### src/rtl/line_cmd_pkg.sv
// Shared types and constants for the line-command Avalon-MM master.
// Holds the slave register map, the queued command layout and the FSM state encoding.
package line_cmd_pkg;

  localparam logic [2:0] ASC_ADDR_MODE   = 3'd0;
  localparam logic [2:0] ASC_ADDR_STATUS = 3'd1;
  localparam logic [2:0] ASC_ADDR_GO     = 3'd2;
  localparam logic [2:0] ASC_ADDR_START  = 3'd3;
  localparam logic [2:0] ASC_ADDR_END    = 3'd4;
  localparam logic [2:0] ASC_ADDR_COLOUR = 3'd5;

  typedef struct packed {
    logic [8:0] x0;
    logic [7:0] y0;
    logic [8:0] x1;
    logic [7:0] y1;
    logic [2:0] colour;
  } line_cmd_t;

  typedef enum logic [2:0] {
    StInit,
    StIdle,
    StWrStart,
    StWrEnd,
    StWrColour,
    StWrGo,
    StPoll,
    StPollGap
  } lcm_state_e;

  function automatic logic [31:0] pack_point(input logic [8:0] x, input logic [7:0] y);
    return {15'b0, y, x};
  endfunction

endpackage

### src/rtl/line_cmd_fifo.sv
// Synchronous command FIFO with occupancy counter; no read-through bypass.
// DEPTH must be a power of two so the pointers wrap naturally.
module line_cmd_fifo
  import line_cmd_pkg::*;
#(
  parameter int unsigned DEPTH = 4,
  parameter type entry_t = line_cmd_t
) (
  input  logic   clk,
  input  logic   reset,
  input  logic   push,
  input  entry_t wdata,
  input  logic   pop,
  output entry_t rdata,
  output logic   full,
  output logic   empty
);

  localparam int unsigned PtrW = $clog2(DEPTH);

  logic [PtrW-1:0] wr_ptr_q, rd_ptr_q;
  logic [PtrW:0]   count_q;
  entry_t          mem_q [DEPTH];
  logic            do_push, do_pop;

  assign full    = (count_q == (PtrW + 1)'(DEPTH));
  assign empty   = (count_q == '0);
  assign do_push = push && !full;
  assign do_pop  = pop && !empty;
  assign rdata   = mem_q[rd_ptr_q];

  always_ff @(posedge clk or negedge reset) begin
    if (!reset) begin
      wr_ptr_q <= '0;
      rd_ptr_q <= '0;
      count_q  <= '0;
    end else begin
      if (do_push) wr_ptr_q <= wr_ptr_q + 1'b1;
      if (do_pop)  rd_ptr_q <= rd_ptr_q + 1'b1;
      if (do_push && !do_pop) begin
        count_q <= count_q + 1'b1;
      end else if (do_pop && !do_push) begin
        count_q <= count_q - 1'b1;
      end
    end
  end

  // Storage needs no reset: the counter alone defines which entries are live.
  always_ff @(posedge clk) begin
    if (do_push) mem_q[wr_ptr_q] <= wdata;
  end

endmodule

### src/rtl/line_cmd_master.sv
// Avalon-MM master replaying queued line commands as register writes to the line-drawer
// slave, then waiting for completion by GO-write stall or by STATUS polling.
module line_cmd_master
  import line_cmd_pkg::*;
#(
  parameter int unsigned FIFO_DEPTH = 4,
  parameter bit          POLL_MODE  = 1'b1
) (
  input  logic        clk,
  input  logic        reset,
  input  logic        cmd_valid,
  output logic        cmd_ready,
  input  logic [8:0]  cmd_x0,
  input  logic [7:0]  cmd_y0,
  input  logic [8:0]  cmd_x1,
  input  logic [7:0]  cmd_y1,
  input  logic [2:0]  cmd_colour,
  output logic [2:0]  avm_address,
  output logic        avm_read,
  output logic        avm_write,
  output logic [31:0] avm_writedata,
  input  logic [31:0] avm_readdata,
  input  logic        avm_waitrequest,
  output logic        busy,
  output logic [15:0] lines_done
);

  lcm_state_e  state_q, state_d;
  line_cmd_t   cmd_q, cmd_d;
  line_cmd_t   fifo_in, fifo_head;
  logic        push, pop, full, empty;
  logic        wr_ack, rd_ack, count_line;
  logic        write_d, read_d;
  logic [2:0]  addr_d;
  logic [31:0] wdata_d;
  logic        unused_readdata;

  assign unused_readdata = ^avm_readdata[31:1];

  assign fifo_in   = {cmd_x0, cmd_y0, cmd_x1, cmd_y1, cmd_colour};
  assign cmd_ready = !full && (state_q != StInit);
  assign push      = cmd_valid && cmd_ready;
  assign busy      = !empty || (state_q != StIdle);
  assign wr_ack    = avm_write && !avm_waitrequest;
  assign rd_ack    = avm_read && !avm_waitrequest;

  line_cmd_fifo #(
    .DEPTH   (FIFO_DEPTH),
    .entry_t (line_cmd_t)
  ) u_fifo (
    .clk   (clk),
    .reset (reset),
    .push  (push),
    .wdata (fifo_in),
    .pop   (pop),
    .rdata (fifo_head),
    .full  (full),
    .empty (empty)
  );

  always_comb begin
    state_d    = state_q;
    cmd_d      = cmd_q;
    pop        = 1'b0;
    count_line = 1'b0;
    unique case (state_q)
      StInit: begin
        if (wr_ack) state_d = StIdle;
      end
      StIdle: begin
        if (!empty) begin
          pop     = 1'b1;
          cmd_d   = fifo_head;
          state_d = StWrStart;
        end
      end
      StWrStart: begin
        if (wr_ack) state_d = StWrEnd;
      end
      StWrEnd: begin
        if (wr_ack) state_d = StWrColour;
      end
      StWrColour: begin
        if (wr_ack) state_d = StWrGo;
      end
      StWrGo: begin
        if (wr_ack) begin
          // In stall mode the slave held GO until the line was drawn.
          if (POLL_MODE) begin
            state_d = StPoll;
          end else begin
            count_line = 1'b1;
            state_d    = StIdle;
          end
        end
      end
      StPoll: begin
        if (rd_ack) begin
          if (avm_readdata[0]) begin
            state_d = StPollGap;
          end else begin
            count_line = 1'b1;
            state_d    = StIdle;
          end
        end
      end
      StPollGap: begin
        state_d = StPoll;
      end
      default: begin
        state_d = StInit;
      end
    endcase
  end

  // Bus outputs are decoded from the next state and registered, so each state's
  // request is on the bus for exactly the cycles the FSM spends in that state.
  always_comb begin
    write_d = 1'b0;
    read_d  = 1'b0;
    addr_d  = '0;
    wdata_d = '0;
    unique case (state_d)
      StInit: begin
        write_d = 1'b1;
        addr_d  = ASC_ADDR_MODE;
        wdata_d = {31'b0, POLL_MODE};
      end
      StWrStart: begin
        write_d = 1'b1;
        addr_d  = ASC_ADDR_START;
        wdata_d = pack_point(cmd_d.x0, cmd_d.y0);
      end
      StWrEnd: begin
        write_d = 1'b1;
        addr_d  = ASC_ADDR_END;
        wdata_d = pack_point(cmd_d.x1, cmd_d.y1);
      end
      StWrColour: begin
        write_d = 1'b1;
        addr_d  = ASC_ADDR_COLOUR;
        wdata_d = {29'b0, cmd_d.colour};
      end
      StWrGo: begin
        write_d = 1'b1;
        addr_d  = ASC_ADDR_GO;
      end
      StPoll: begin
        read_d = 1'b1;
        addr_d = ASC_ADDR_STATUS;
      end
      default: begin
      end
    endcase
  end

  always_ff @(posedge clk or negedge reset) begin
    if (!reset) begin
      state_q       <= StInit;
      cmd_q         <= '0;
      avm_write     <= 1'b0;
      avm_read      <= 1'b0;
      avm_address   <= '0;
      avm_writedata <= '0;
      lines_done    <= '0;
    end else begin
      state_q       <= state_d;
      cmd_q         <= cmd_d;
      avm_write     <= write_d;
      avm_read      <= read_d;
      avm_address   <= addr_d;
      avm_writedata <= wdata_d;
      if (count_line) lines_done <= lines_done + 16'd1;
    end
  end

endmodule

### config.mk
export PLATFORM = sky130hd
export DESIGN_NAME = line_cmd_master
export DESIGN_NICKNAME = d
export VERILOG_FILES = /design/src/rtl/line_cmd_pkg.sv /design/src/rtl/line_cmd_fifo.sv /design/src/rtl/line_cmd_master.sv
export SDC_FILE = /design/constraint.sdc
export NUM_CORES = 1
export LEC_CHECK = 0
export CORE_MARGIN = 1
export CORE_UTILIZATION = 55
export CTS_CLUSTER_SIZE = 10
export DETAILED_ROUTE_END_ITERATION = 8
export PLACE_DENSITY = 0.8
export SYNTH_ARGS = -nofsm -noshare
export SYNTH_HDL_FRONTEND = slang
export SYNTH_SLANG_ARGS = --single-unit
export TNS_END_PERCENT = 100
### constraint.sdc
create_clock -name clk -period 7.6 [get_ports clk]
set_clock_uncertainty 0.1 [all_clocks]
set_input_delay 1.52 -clock clk [delete_from_list [all_inputs] [get_ports clk]]
set_output_delay 1.52 -clock clk [all_outputs]
set_load 0.03 [all_outputs]
==> insert_results.sql <==
INSERT INTO impl_metrics (metric_group, metric, value, unit) VALUES
('status', 'run_status', 'complete, no violations', ''),
('setup_path', 'critPathMaxStageDelay', '740', 'ps'),
('final_layout', 'final_layout_size_suffix_gt1_share', '20.6', '%'),
('timing', 'maxSlewHeadroom', '29.1', '%'),
('worst_hold_path', 'hold_class', 'reg -> reg', ''),
('placed_design', 'placed_cell_area', '10000', 'um2'),
('power_and_ir_drop', 'totalPowerFinal', '4.15', 'mW'),
('clocking', 'holdBufCountCts', '0', ''),
('grt', 'gr_ovfl_total', '0', ''),
('timing', 'tns', '0', 'ps'),
('clocking', 'root_buffer', 'sky130_fd_sc_hd__clkbuf_16', ''),
('die', 'placeableCoreArea', '16000', 'um2'),
('final_layout', 'antenna_cells_inserted', '0', ''),
('yosys', 'synth.distinct_cells', '49', ''),
('setup_path', 'worst_path_dominant_cell_family', 'buffers and inverters', ''),
('yosys', 'ys_top_cells_by_count', '148 x sky130_fd_sc_hd__edfxtp_1, 85 x sky130_fd_sc_hd__dfrtp_1, 37 x sky130_fd_sc_hd__mux4_2', ''),
('placed_design', 'buffer_ports.inserted', '81', ''),
('clocking', 'cts.reportedPaths.clkPinSlew', '50', 'ps'),
('routing', 'ant_nets', '0', ''),
('setup_path', 'required', '5980', 'ps'),
('routing', 'drt_drc_violations_left', '0', ''),
('setup_path', 'crit_path_max_fanout', '10', ''),
('placed_design', 'hpwl', '9490', 'um'),
('yosys', 'synthesis.instances', '471', ''),
('die', 'floorplan.die_area', '17100', 'um2'),
('setup_path', 'critical_path.slowest_cell', 'sky130_fd_sc_hd__clkdlybuf4s50_1', ''),
('routing', 'drt_iter0_drc', '329', ''),
('timing', 'setup_viol_count_final', '0', ''),
('clocking', 'cts_tree', 'yes', ''),
('yosys', 'synth_top_flop_cell', 'sky130_fd_sc_hd__edfxtp_1', ''),
('grt', 'number_of_antenna_violations_at_the_first_check_in_global_routing', '0', ''),
('yosys', 'synth-warning-count', '0', ''),
('final_layout', 'postLayoutCellArea', '10800', 'um2'),
('flow_run', 'drv_cap', '0', ''),
('power_and_ir_drop', 'p_leak', '4.06', 'nW'),
('yosys', 'synth-edff-count', '148', ''),
('timing', 'maxClockFrequency', '260', 'MHz'),
('clocking', 'cts-root-to-sink-buffers', '3', ''),
('timing', 'finalHoldViolations', '0', ''),
('die', 'floorplan.io_pins', '128', ''),
('power_and_ir_drop', 'power-per-cell-area', '384', 'nW/um2'),
('routing', 'avgViaCountPerCell', '5.53', ''),
('yosys', 'fraction_of_post_synthesis_cell_area_in_the_top_cell_type_by_area', '48.8', '%'),
('clocking', 'clock_sink_count', '233', ''),
('timing', 'slew_viol_final', '0', ''),
('final_layout', 'fill_cells', '1016', ''),
('yosys', 'mean_syn_cell_area', '19.3', 'um2'),
('grt', 'vias_in_the_first_global_route', '4718', ''),
('timing', 'setup_repair_after_global_routing_missed_its_margin', 'no', ''),
('timing', 'final.period_utilization', '50.7', '%'),
('clocking', 'cts_repair_resize_count', '0', ''),
('yosys', 'ys_async_sr_fraction', '36.5', '%'),
('die', 'chipWidth', '131', 'um'),
('setup_path', 'worst-setup-path-type', 'reg -> out', ''),
('die', 'core.rowCount', '46', ''),
('yosys', 'synthMostInstantiatedCell', 'sky130_fd_sc_hd__edfxtp_1', ''),
('yosys', 'synth.largest_area_cell', 'sky130_fd_sc_hd__edfxtp_1', ''),
('timing', 'postLayoutSetupSlackWorst', '3750', 'ps'),
('yosys', 'ys_seq_elements', '233', ''),
('routing', 'detail_route.first_pass.iterations', '4', ''),
('final_layout', 'area_growth', '18.7', '%'),
('yosys', 'synth.area.top_cells', 'sky130_fd_sc_hd__edfxtp_1 49%, sky130_fd_sc_hd__dfrtp_1 23%, sky130_fd_sc_hd__mux4_2 9.2%', ''),
('placed_design', 'place.gp.congestion', '0.817', ''),
('setup_path', 'critical_path.n_buffers_inverters', '1', ''),
('routing', 'avgRoutedWirePerCell', '20.2', 'um'),
('final_layout', 'multiInputGateArea', '2320', 'um2'),
('setup_path', 'worstSetupStartpointType', 'flip-flop', ''),
('routing', 'dr_total_vias', '4432', ''),
('timing', 'worst_slew_pin_slew', '1060', 'ps'),
('clocking', 'htreeDepth', '1', ''),
('clocking', 'clock_insertion_delay_worst_skew', '520', 'ps');
[state kept, by name, indices dropped and copies added (netlist names), 2 cells and up]
signal	flops
u_fifo.rd_ptr_q	2
state_q	3
u_fifo.count_q	3
lines_done	16
u_fifo.wr_ptr_q	2
avm_writedata	17
u_fifo.mem_q	148
cmd_q	37
avm_address	3
[through the flow]
step / hold slack [ps] / cells
floorplan: 361 / 485
global placement: 359 / 752
detailed placement: 379 / 752
CTS: 391 / 802
global route: 412 / 802
finish: 383 / 802
[metal layers]
metal,vias to the layer above,GRT usage [%],wire [um]
li1,1979,-,-
met1,2300,26.7,6620
met2,132,34.9,8410
met3,21,3.34,894
met4,0,6.22,299
met5,-,0,0
[report_power, final]
group	internal, mW	leakage [nW]	total [mW]	switching [mW]
registers	1.71	2.43	1.87	0.169
clock network	0.666	0.366	1.12	0.456
logic	0.553	1.26	1.15	0.597
total	2.92	4.06	4.15	1.22
[final timing paths]
path,from,end,slack (ps),depth (start not counted)
setup reg to reg,state_q[2],avm_writedata[11],4660,6
setup / recovery,state_q[2],cmd_ready,3750,3
max in group asynchronous,reset,u_fifo.rd_ptr_q[0],5480,2
hold reg to reg,lines_done[15],lines_done[15],380,1
min in group asynchronous,reset,cmd_q[23],820,1
hold / removal,lines_done[15],lines_done[15],380,1
[layout make-up]
type | instances | area share, %
well taps | 216 | 2.50
repair buffers | 85 | 7.76
clock inverters | 2 | 0.162
multi-input cells | 210 | 21.5
inverters | 8 | 0.278
flip-flops and latches | 233 | 60.8
clock buffers | 48 | 6.98
[kinds of logic (layout without fill, tap and decap cells)]
group	count (synthesis)	count (layout)	share of synthesized area (%)
AO/OA/AOI/OAI	28	28	2.56
XOR/XNOR	22	22	2.12
adder cells (fa/ha/maj)	7	7	1.04
buffers and inverters	42	143	3.02
flip-flops	233	233	72.2
multiplexers	77	77	14.7
other	1	15	0.0412
AND/OR/NAND/NOR	61	61	4.29
[placed cells by master (no fill, tap or decap), types with 4 or more instances in the layout]
| master | instances |
|---|---|
| sky130_fd_sc_hd__a21oi_1 | 4 |
| sky130_fd_sc_hd__a22o_1 | 14 |
| sky130_fd_sc_hd__and3_1 | 5 |
| sky130_fd_sc_hd__and3_2 | 4 |
| sky130_fd_sc_hd__buf_4 | 5 |
| sky130_fd_sc_hd__clkbuf_1 | 21 |
| sky130_fd_sc_hd__clkbuf_16 | 27 |
| sky130_fd_sc_hd__clkdlybuf4s50_1 | 80 |
| sky130_fd_sc_hd__conb_1 | 15 |
| sky130_fd_sc_hd__dfrtp_1 | 84 |
| sky130_fd_sc_hd__edfxtp_1 | 148 |
| sky130_fd_sc_hd__ha_1 | 6 |
| sky130_fd_sc_hd__inv_1 | 7 |
| sky130_fd_sc_hd__mux2_1 | 5 |
| sky130_fd_sc_hd__mux2_2 | 20 |
| sky130_fd_sc_hd__mux2_4 | 15 |
| sky130_fd_sc_hd__mux4_2 | 37 |
| sky130_fd_sc_hd__nand2_1 | 7 |
| sky130_fd_sc_hd__nand3_1 | 8 |
| sky130_fd_sc_hd__nor2_1 | 9 |
| sky130_fd_sc_hd__nor3_1 | 4 |
| sky130_fd_sc_hd__xnor2_1 | 14 |
| sky130_fd_sc_hd__xor2_1 | 8 |
Note: power is estimated with default switching activity, not from simulation.
